===== config.mk =====
export PLATFORM = sky130hd
export DESIGN_NAME = fetch_sequencer
export DESIGN_NICKNAME = d
export VERILOG_FILES = /design/src/rtl/fetch_sequencer.sv
export SDC_FILE = /design/constraint.sdc
export NUM_CORES = 1
export LEC_CHECK = 0
export BUFFER_PORTS_ARGS = -buffer_cell sky130_fd_sc_hd__clkbuf_2
export CAP_MARGIN = 10
export CORE_UTILIZATION = 40
export DETAILED_ROUTE_END_ITERATION = 16
export PLACE_DENSITY = 0.65
export SETUP_SLACK_MARGIN = 0.05
export SYNTH_ARGS = -nofsm -noshare
export SYNTH_HDL_FRONTEND = slang
export SYNTH_SLANG_ARGS = --single-unit

===== constraint.sdc =====
create_clock -name clk -period 4.26 [get_ports clk]
set_input_delay 0.426 -clock clk [delete_from_list [all_inputs] [get_ports clk]]
set_output_delay 0.426 -clock clk [all_outputs]
set_load 0.02 [all_outputs]

===== src/rtl/fetch_sequencer.sv =====
// Fetch-stage PC control sequencer: RET/RTI two-word pop, interrupt entry
// (drain, two-word PC push, ISR jump), hazard stalls and jump/branch redirects.
// Optional build macro FETCH_SEQ_PERF_EN adds a stall_cnt performance counter.
module fetch_sequencer #(
    parameter int unsigned DRAIN = 2,
    parameter int unsigned W     = 16
) (
    input  logic           clk,
    input  logic           rst,
    input  logic           stall_hz,
    input  logic           jmp_D,
    input  logic           ret_D,
    input  logic           rti_D,
    input  logic           branch_E,
    input  logic           intr,
    input  logic           pop_valid,
    input  logic           push_ack,
    input  logic [2*W-1:0] pc,
    output logic           pc_enb,
    output logic           flush,
    output logic           branch,
    output logic [1:0]     jump_sel,
    output logic [1:0]     pop_l_h,
    output logic           push_req,
    output logic [W-1:0]   push_data,
    output logic           intr_ack,
    output logic           in_isr,
`ifdef FETCH_SEQ_PERF_EN
    output logic [31:0]    stall_cnt,
`endif
    output logic           busy
);

    typedef enum logic [2:0] {
        StRun, StPopH, StPopL, StRetGo, StDrain, StPushL, StPushH, StIntGo
    } state_e;

    state_e         state_q, state_d;
    logic           pending_q, pending_d;
    logic           in_isr_q, in_isr_d;
    logic           rti_q, rti_d;
    logic [2:0]     cnt_q, cnt_d;
    logic [2*W-1:0] save_q, save_d;

    // Next-state and Mealy outputs; outputs are forced to defaults while rst is high.
    always_comb begin
        state_d   = state_q;
        in_isr_d  = in_isr_q;
        rti_d     = rti_q;
        cnt_d     = cnt_q;
        save_d    = save_q;
        pc_enb    = 1'b1;
        flush     = 1'b0;
        branch    = 1'b0;
        jump_sel  = 2'b00;
        pop_l_h   = 2'b00;
        push_req  = 1'b0;
        push_data = '0;
        intr_ack  = 1'b0;
        unique case (state_q)
            StRun: begin
                if (branch_E) begin
                    branch = 1'b1;
                end else if (pending_q && !in_isr_q) begin
                    flush   = 1'b1;
                    pc_enb  = 1'b0;
                    save_d  = pc;
                    cnt_d   = 3'd0;
                    state_d = StDrain;
                end else if (ret_D || rti_D) begin
                    flush   = 1'b1;
                    pc_enb  = 1'b0;
                    rti_d   = rti_D;
                    state_d = StPopH;
                end else if (jmp_D) begin
                    jump_sel = 2'b01;
                    flush    = 1'b1;
                end else if (stall_hz) begin
                    pc_enb = 1'b0;
                end
            end
            StPopH: begin
                flush  = 1'b1;
                pc_enb = 1'b0;
                if (pop_valid) begin
                    pop_l_h = 2'b10;
                    state_d = StPopL;
                end
            end
            StPopL: begin
                flush  = 1'b1;
                pc_enb = 1'b0;
                if (pop_valid) begin
                    pop_l_h = 2'b11;
                    state_d = StRetGo;
                end
            end
            StRetGo: begin
                jump_sel = 2'b11;
                flush    = 1'b1;
                if (rti_q) in_isr_d = 1'b0;
                state_d  = StRun;
            end
            StDrain: begin
                flush  = 1'b1;
                pc_enb = 1'b0;
                cnt_d  = cnt_q + 3'd1;
                if (cnt_q == 3'(DRAIN - 1)) state_d = StPushL;
            end
            StPushL: begin
                push_req  = 1'b1;
                push_data = save_q[W-1:0];
                flush     = 1'b1;
                pc_enb    = 1'b0;
                if (push_ack) state_d = StPushH;
            end
            StPushH: begin
                push_req  = 1'b1;
                push_data = save_q[2*W-1:W];
                flush     = 1'b1;
                pc_enb    = 1'b0;
                if (push_ack) state_d = StIntGo;
            end
            StIntGo: begin
                jump_sel = 2'b10;
                flush    = 1'b1;
                intr_ack = 1'b1;
                in_isr_d = 1'b1;
                state_d  = StRun;
            end
            default: state_d = StRun;
        endcase
        // Ack wins over a coincident request so a held level cannot re-arm immediately.
        pending_d = intr_ack ? 1'b0 : (pending_q | intr);
        if (rst) begin
            pc_enb    = 1'b1;
            flush     = 1'b0;
            branch    = 1'b0;
            jump_sel  = 2'b00;
            pop_l_h   = 2'b00;
            push_req  = 1'b0;
            push_data = '0;
            intr_ack  = 1'b0;
        end
    end

    // State registers with synchronous reset.
    always_ff @(posedge clk) begin
        if (rst) begin
            state_q   <= StRun;
            pending_q <= 1'b0;
            in_isr_q  <= 1'b0;
            rti_q     <= 1'b0;
            cnt_q     <= 3'd0;
            save_q    <= '0;
        end else begin
            state_q   <= state_d;
            pending_q <= pending_d;
            in_isr_q  <= in_isr_d;
            rti_q     <= rti_d;
            cnt_q     <= cnt_d;
            save_q    <= save_d;
        end
    end

    assign in_isr = in_isr_q;
    assign busy   = (state_q != StRun) && !rst;

`ifdef FETCH_SEQ_PERF_EN
    logic [31:0] stall_cnt_q;

    // Count every cycle the PC is held; wraps naturally at 2^32.
    always_ff @(posedge clk) begin
        if (rst) stall_cnt_q <= 32'd0;
        else if (!pc_enb) stall_cnt_q <= stall_cnt_q + 32'd1;
    end

    assign stall_cnt = stall_cnt_q;
`endif

endmodule


==> results of run 1 <==
-- cell usage after synthesis (all sizes together) --
library cell	number
and3b	1
a311oi	2
nor2	29
a32oi	1
and3	1
or4	1
nand2b	6
nor4b	2
a211o	1
o31ai	2
nand3	35
nor2b	4
mux2i	1
clkbuf	20
o41ai	1
nor4	1
dfxtp	41
nand4bb	1
o211ai	1
a21boi	1
a22oi	16
or2	1
nor3	2
a21o	1
a21oi	42
ha	2
inv	4
o311ai	1
buf	12
mux2	1
o21ai	34
a31oi	1
or3	2
or4b	1
nand2	2
-- worst paths after layout --
| path | startpoint | endpoint | depth (start not counted) |
|---|---|---|---|
| setup / recovery | in_isr | pc_enb | 5 |
| hold / removal | pc[15] | save_q[15] | 3 |
| setup reg to reg | state_q[1] | rti_q | 4 |
| hold reg to reg | save_q[10] | save_q[10] | 2 |
-- power by group through the flow --
stage          combinational, mW  sequential (mW)  clock, mW
3_5_place_dp               0.232            0.458          0
2_1_floorplan              0.209            0.429          0
3_3_place_gp               0.231            0.457          0
4_1_cts                    0.233            0.449      0.259
6_report                   0.232            0.450      0.249
5_1_grt                    0.259            0.456      0.280
-- cell families after synthesis --
| family | Yosys count | share of synthesized area |
|---|---|---|
| multiplexers | 2 | 0.0100 |
| flip-flops | 41 | 0.387 |
| adder cells (fa/ha/maj) | 2 | 0.0118 |
| AO/OA/AOI/OAI | 104 | 0.285 |
| AND/OR/NAND/NOR | 89 | 0.219 |
| buffers and inverters | 36 | 0.0873 |
-- worst max-delay path: cells and delay by family, from the launching register on --
kind	cells	cell delay, ns
flops	1	0.43
compound gates	2	0.33
buf+inv	2	0.59
simple gates	1	0.58
-- layout make-up --
cell class / instances / area, um2
inverters: 4 / 15.0
clock inverters: 3 / 17.5
flip-flops and latches: 41 / 821
multi-input cells: 197 / 1120
fillers: 542 / 2590
clock buffers: 5 / 68.8
repair buffers: 74 / 385
well taps: 70 / 87.6
-- per-layer routing --
layer,share of wire,GRT usage,routed length (um),up-vias
li1,-,-,-,1084
met1,0.48,0.305,2730,980
met2,0.46,0.327,2590,71
met3,0.058,0.0442,330,2
met4,0.0032,0.0629,18,0
met5,0,0,0,-
-- layout by cell type, fill, tap and decap left out, types with 5 or more instances in the layout --
cell type,n
a21oi_1,42
a22oi_1,16
buf_4,6
clkbuf_2,68
clkbuf_8,5
dfxtp_1,41
nand2b_1,6
nand3_1,35
nor2_1,29
o21ai_1,28
-- flip-flops by register name (all words and copies together) (netlist names) --
name       flops
save_q        32
in_isr         1
rti_q          1
cnt_q          3
state_q        3
pending_q      1
-- through the flow --
stage	utilization	instances	worst slack, ns
after global routing	0.492	394	1.44
after global placement	0.475	386	1.71
final	0.492	394	1.61
after detailed placement	0.475	386	1.67
after CTS	0.492	394	1.64
after floorplan	-	274	2.17
==> impl_metrics.env, run 1 <==
export IMPL_outcome="completed"
export IMPL_peakVddDrop_uv=170
export IMPL_vias=2137
export IMPL_final_nets=367
export IMPL_fin_skew_ns=0.00869
export IMPL_placed_area_mm2=0.00243
export IMPL_gp_routability_congestion=0.813
export IMPL_ys_types=41
export IMPL_drtIter0Drc=130
export IMPL_fin_crit_sh=0.623
export IMPL_syn_nets=318
export IMPL_crit_chain="nand2b_1 -> buf_4 -> a31oi_1 -> o21ai_0 -> clkbuf_2"
export IMPL_io_buffers=68
export IMPL_power_frac_clock=0.268
export IMPL_start_util=0.415
export IMPL_clock_latency_ns=0.29
export IMPL_fin_tns_setup_ns=0
export IMPL_final_setup_viol_count=0
export IMPL_rows=26
export IMPL_overflow=0
export IMPL_cp_arrival_ns=2.23
export IMPL_dp_hpwl_um=3680
export IMPL_num_io_pins=69
export IMPL_root_buffer="clkbuf_8"
export IMPL_comb_power_share=0.249
export IMPL_fp_dieW_um=74.8
export IMPL_hp_class="primary input to flip-flop"
export IMPL_rsz0062_at_grt="no"
export IMPL_whs_ns=0.358
export IMPL_antenna_found_initial=0
export IMPL_critPathMaxFanout=21
export IMPL_wl_um=5670
export IMPL_cts_max_path_buffers=2
export IMPL_switchingPower_mw=0.326
export IMPL_yosysTopAreaCell="dfxtp_1"
export IMPL_synth_seq_cells=41
export IMPL_core_mm2=0.00511
export IMPL_cts_max_level=2
export IMPL_ant_nets=0
export IMPL_synth_area_leaders="dfxtp_1 39%, a21oi_1 9.9%, nand3_1 8.3%"
export IMPL_cts_sink_count=41
export IMPL_cp_end_kind="primary output"
export IMPL_ctsHoldBuffers=0
export IMPL_grt_max_degree=50
export IMPL_grt_pass1_vias=1884
export IMPL_grt_pass1_wl_um=9140
export IMPL_cap_viol_max_count=0
export IMPL_antenna_cells=0
export IMPL_internal_power_mw=0.606
export IMPL_critPathMaxStageDelay_ns=0.58
export IMPL_clock_fmax_mhz=377
export IMPL_cp_slowest_cell="nand2b_1"
export IMPL_area_growth_pct=18.5
export IMPL_start_kind="flip-flop"
export IMPL_power_total_mw=0.932
export IMPL_layout_drive_gt1_share=0.275
export IMPL_p_per_area_mw_per_mm2=371
export IMPL_drc=0
export IMPL_ys_seq_area_frac=0.387
export IMPL_r2r_slack_ns=2.40
export IMPL_die_area_mm2=0.00560
export IMPL_vias_per_cell=5.42
export IMPL_finalHoldViolCount=0
export IMPL_path_clk_slew_ns=0.08
export IMPL_netlist_instances=274
export IMPL_cts_resized=0
export IMPL_syn_avg_cell_area_um2=7.74
export IMPL_design_area_mm2=0.00251
export IMPL_critPathKind="flip-flop to primary output"
export IMPL_p_leak_nw=0.953
export IMPL_syn_area_mm2=0.00212
export IMPL_synth_top_area_share=0.387
export IMPL_wl_per_cell_um=14.4
export IMPL_worst_pin_slew_ns=0.988
export IMPL_die_h_um=74.8
export IMPL_cts_setup_buffers=0
export IMPL_p_seq_frac=0.483
export IMPL_period_needed_ns=2.65
export IMPL_cp_required_ns=3.83
export IMPL_slew_headroom=0.342
export IMPL_cts_buffers=5
export IMPL_slew_violations=0
export IMPL_drtPass1Iterations=4
export IMPL_swShare=0.350
export IMPL_grt_usage=0.214
export IMPL_cts_tree="built"
export IMPL_synth_warnings=0
(Power assumes the default switching activity.)
==> run 2: changes to the inputs <==
==> constraint.sdc (replaced) <==
create_clock -name clk -period 2.5 [get_ports clk]
set_input_delay 0.25 -clock clk [delete_from_list [all_inputs] [get_ports clk]]
set_output_delay 0.25 -clock clk [all_outputs]
set_load 0.02 [all_outputs]
==> impl_metrics.env, run 2 (synthesis gave the netlist of run 1 again) <==
export IMPL_cts_tree="built"
export IMPL_cp_end_kind="primary output"
export IMPL_slew_headroom=0.495
export IMPL_cp_required_ns=2.25
export IMPL_fp_dieW_um=74.8
export IMPL_area_growth_pct=23.6
export IMPL_peakVddDrop_uv=345
export IMPL_cap_viol_max_count=0
export IMPL_ctsHoldBuffers=0
export IMPL_final_setup_viol_count=0
export IMPL_root_buffer="clkbuf_8"
export IMPL_cp_arrival_ns=1.93
export IMPL_dp_hpwl_um=3780
export IMPL_cts_max_level=2
export IMPL_layout_common_cells="68 x clkbuf_2, 42 x a21oi_1, 41 x dfxtp_1"
export IMPL_reg_top3="save_q x32, cnt_q x3, state_q x3"
export IMPL_largest_register_ffs=32
export IMPL_vias_per_cell=5.45
export IMPL_start_kind="flip-flop"
export IMPL_layout_drive_gt1_share=0.288
export IMPL_worst_pin_slew_ns=0.755
export IMPL_wl_per_cell_um=14.3
export IMPL_critPathMaxFanout=11
export IMPL_regMostFlops="save_q"
export IMPL_critPathKind="flip-flop to primary output"
export IMPL_gp_routability_congestion=0.835
export IMPL_grt_max_degree=49
export IMPL_grt_pass1_vias=1850
export IMPL_rows=26
export IMPL_finalHoldViolCount=0
export IMPL_final_common_cell="clkbuf_2"
export IMPL_vias=2181
export IMPL_cts_setup_buffers=0
export IMPL_die_h_um=74.8
export IMPL_die_area_mm2=0.00560
export IMPL_num_io_pins=69
export IMPL_overflow=0
export IMPL_final_nets=373
export IMPL_fin_skew_ns=0.00466
export IMPL_outcome="completed"
export IMPL_drtIter0Drc=169
export IMPL_wl_um=5730
export IMPL_whs_ns=0.168
export IMPL_hp_class="primary input to flip-flop"
export IMPL_p_leak_nw=1.01
export IMPL_p_per_area_mw_per_mm2=702
export IMPL_drtPass1Iterations=5
export IMPL_rsz0062_at_grt="no"
export IMPL_fin_crit_sh=0.872
export IMPL_cts_sink_count=41
export IMPL_period_needed_ns=2.18
export IMPL_clock_latency_ns=0.30
export IMPL_slew_violations=0
export IMPL_cts_max_path_buffers=2
export IMPL_grt_usage=0.210
export IMPL_start_util=0.415
export IMPL_fin_tns_setup_ns=0
export IMPL_io_buffers=68
export IMPL_cts_buffers=5
export IMPL_antenna_found_initial=0
export IMPL_core_mm2=0.00511
export IMPL_cts_resized=0
export IMPL_path_clk_slew_ns=0.09
export IMPL_ant_nets=0
export IMPL_clock_fmax_mhz=459
export IMPL_drc=0
export IMPL_grt_pass1_wl_um=8940
export IMPL_antenna_cells=0
run 2: cell types whose count changed in the layout (fill, tap and decap cells not counted):
cell	previous run	this run
inv_6	0	1
clkinv_2	2	0
buf_4	6	11
clkinvlp_4	1	0
bufinv_16	0	2
buf_12	0	1
run 2: where the power goes:
group	total, mW	internal, mW	leakage, nW	switching (mW)
sequential	0.730	0.699	0.333	0.0314
clock	0.649	0.402	0.0687	0.247
combinational	0.463	0.163	0.610	0.301
run 2: final timing paths:
path	depth (start not counted)	to	slack [ns]	start
setup / recovery	5	push_data[4]	0.32	state_q[1]
hold / removal	3	save_q[17]	0.17	pc[17]
setup reg to reg	5	cnt_q[2]	0.64	state_q[1]
hold reg to reg	2	rti_q	0.48	rti_q
run 2: final cells by class:
type                    count  area, um2
fillers                   509       2480
inverters                   4       15.0
repair buffers             80        443
well taps                  70       87.6
clock buffers               5       68.8
flip-flops and latches     41        821
clock inverters             3       68.8
multi-input cells         197       1120
run 2: critical path, stage by stage (launching register included):
cell	delay (ns)
dfxtp_1	0.33
nor2b_1	0.61
buf_4	0.28
a22oi_1	0.10
nor2_1	0.12
clkbuf_2	0.18
run 2: through the flow:
step	instances	power, mW	worst slack (ns)	area, um2	utilization
2_1_floorplan	274	1.09	0.584	2120	-
3_3_place_gp	391	1.20	0.483	2480	0.485
3_5_place_dp	391	1.20	0.463	2480	0.485
4_1_cts	399	1.85	0.125	2620	0.512
5_1_grt	400	1.93	0.159	2620	0.513
6_report	400	1.84	0.320	2620	0.513
run 2: layer usage:
layer / vias to the layer above / GRT usage / share of wire
li1: 1094 / - / -
met4: 0 / 0.0566 / 0.0058
met2: 73 / 0.324 / 0.46
met1: 1010 / 0.295 / 0.47
met3: 4 / 0.0482 / 0.062
met5: - / 0 / 0
==> run 3: changes to the inputs <==
--- a/config.mk
+++ b/config.mk
@@ -10,7 +10,7 @@
 export CORE_UTILIZATION = 40
 export DETAILED_ROUTE_END_ITERATION = 16
 export PLACE_DENSITY = 0.65
-export SETUP_SLACK_MARGIN = 0.05
+export SETUP_SLACK_MARGIN = 0.4
 export SYNTH_ARGS = -nofsm -noshare
 export SYNTH_HDL_FRONTEND = slang
 export SYNTH_SLANG_ARGS = --single-unit
==> constraint.sdc (replaced) <==
create_clock -name clk -period 2.3 [get_ports clk]
set_input_delay 0.23 -clock clk [delete_from_list [all_inputs] [get_ports clk]]
set_output_delay 0.23 -clock clk [all_outputs]
set_load 0.02 [all_outputs]
==> impl_metrics.env, run 3 (synthesis gave the netlist of run 1 again) <==
export IMPL_start_kind="flip-flop"
export IMPL_period_needed_ns=1.84
export IMPL_cts_buffers=5
export IMPL_final_setup_viol_count=0
export IMPL_cp_end_kind="primary output"
export IMPL_num_io_pins=69
export IMPL_p_leak_nw=0.997
export IMPL_layout_common_cells="65 x clkbuf_2, 42 x a21oi_1, 40 x dfxtp_1"
export IMPL_overflow=0
export IMPL_grt_max_degree=49
export IMPL_cts_sink_count=41
export IMPL_slew_violations=0
export IMPL_p_per_area_mw_per_mm2=728
export IMPL_cp_arrival_ns=1.61
export IMPL_multiInputGateArea_mm2=0.00113
export IMPL_global_route_usage_met3=0.0455
export IMPL_cts_max_path_buffers=2
export IMPL_fin_skew_ns=0.00608
export IMPL_fp_dieW_um=74.8
export IMPL_core_mm2=0.00511
export IMPL_vias_per_cell=5.56
export IMPL_internal_power_mw=1.29
export IMPL_drtPass1Iterations=4
export IMPL_r2r_slack_ns=0.68
export IMPL_area_growth_pct=22.5
export IMPL_gr_max_usage_layer="met2"
export IMPL_cap_viol_max_count=0
export IMPL_worst_hold_startpoint="pc[29]"
export IMPL_antenna_cells=0
export IMPL_timing_rr_end="state_q[0]"
export IMPL_clock_latency_ns=0.30
export IMPL_cp_startpoint="state_q[1]"
export IMPL_reg2reg_from="state_q[1]"
export IMPL_fin_crit_sh=0.799
export IMPL_clock_fmax_mhz=544
export IMPL_fillers=541
export IMPL_cts_tree="built"
export IMPL_peakVddDrop_uv=411
export IMPL_placed_area_mm2=0.00246
export IMPL_dp_hpwl_um=3790
export IMPL_slew_headroom=0.657
export IMPL_layout_drive_gt1_share=0.298
export IMPL_cts_setup_buffers=0
export IMPL_drtIter0Drc=125
export IMPL_grt_pass1_vias=1989
export IMPL_wl_per_cell_um=14.3
export IMPL_path_clk_slew_ns=0.08
export IMPL_hp_class="primary input to flip-flop"
export IMPL_endpoint="pc_enb"
export IMPL_antenna_found_initial=0
export IMPL_outcome="completed"
export IMPL_grt_usage=0.220
export IMPL_ff_latch_area_um2=822
export IMPL_regMostFlops="save_q"
export IMPL_vias=2218
export IMPL_drc=0
export IMPL_die_h_um=74.8
export IMPL_largest_register_ffs=32
export IMPL_comb_power_share=0.261
export IMPL_start_util=0.415
export IMPL_ant_nets=0
export IMPL_utilization=0.509
export IMPL_cp_required_ns=2.07
export IMPL_final_nets=372
export IMPL_p_seq_frac=0.422
export IMPL_fin_tns_setup_ns=0
export IMPL_design_area_mm2=0.00260
export IMPL_final_common_cell="clkbuf_2"
export IMPL_critPathKind="flip-flop to primary output"
export IMPL_grt_pass1_wl_um=9280
export IMPL_swShare=0.321
export IMPL_power_frac_clock=0.318
export IMPL_wl_um=5710
export IMPL_finalHoldViolCount=0
export IMPL_cts_max_level=2
export IMPL_rsz0062_at_grt="no"
export IMPL_gp_routability_congestion=0.890
export IMPL_reg_top3="save_q x32, cnt_q x3, state_q x3"
export IMPL_use_met1=0.302
export IMPL_root_buffer="clkbuf_8"
export IMPL_io_buffers=68
export IMPL_critPathMaxFanout=10
export IMPL_switchingPower_mw=0.608
export IMPL_die_area_mm2=0.00560
export IMPL_r2r_cells=4
export IMPL_worst_pin_slew_ns=0.514
export IMPL_rows=26
export IMPL_grt_use_met2=0.345
run 3: metal layers:
| metal | vias to the layer above | routed length [um] |
|---|---|---|
| li1 | 1094 | - |
| met1 | 1064 | 2740 |
| met2 | 53 | 2620 |
| met3 | 7 | 261 |
| met4 | 0 | 83 |
| met5 | - | 0 |
run 3: cell type report:
cell class / instances / share of cell area
clock buffer: 6 / 0.0318
clock inverter: 2 / 0.0144
inverter: 4 / 0.00577
multi-input combinational: 197 / 0.436
sequential: 41 / 0.316
tap: 70 / 0.0337
timing repair buffer: 79 / 0.163
run 3: worst max-delay path, cell delays in order, from the launching register on:
cell	delay [ns]
dfxtp_2	0.37
buf_4	0.18
or3_1	0.40
o21ai_0	0.17
buf_2	0.18
run 3: repair_timing:
action                                 in CTS  in global routing
setup endpoints to repair                   0                 20
resized for setup                           0                  7
endpoints found under the hold margin       0                  0
hold buffers                                0                  0
run 3: metrics by stage:
step           worst slack [ns]  power (mW)  hold WS [ns]  cells
3_3_place_gp              0.711        1.29         0.462    391
3_5_place_dp              0.647        1.30         0.467    391
4_1_cts                   0.422        1.90         0.151    399
6_report                  0.462        1.89         0.156    399
5_1_grt                   0.400        2.00         0.169    399
2_1_floorplan             0.404        1.18         0.377    274
run 3: worst min path at each step:
stage | end | slack [ns] | cells after the start
after CTS | save_q[29] | 0.15 | 3
after detailed placement | save_q[30] | 0.47 | 2
after floorplan | save_q[10] | 0.38 | 2
final | save_q[29] | 0.16 | 3
after global routing | save_q[21] | 0.17 | 3
after global placement | save_q[30] | 0.46 | 2
run 3: power groups by stage:
stage	sequential, mW	clock, mW	combinational, mW
global placement	0.812	0	0.482
floorplan	0.795	0	0.387
detailed placement	0.813	0	0.487
CTS	0.796	0.616	0.490
global route	0.806	0.646	0.550
finish	0.798	0.602	0.494
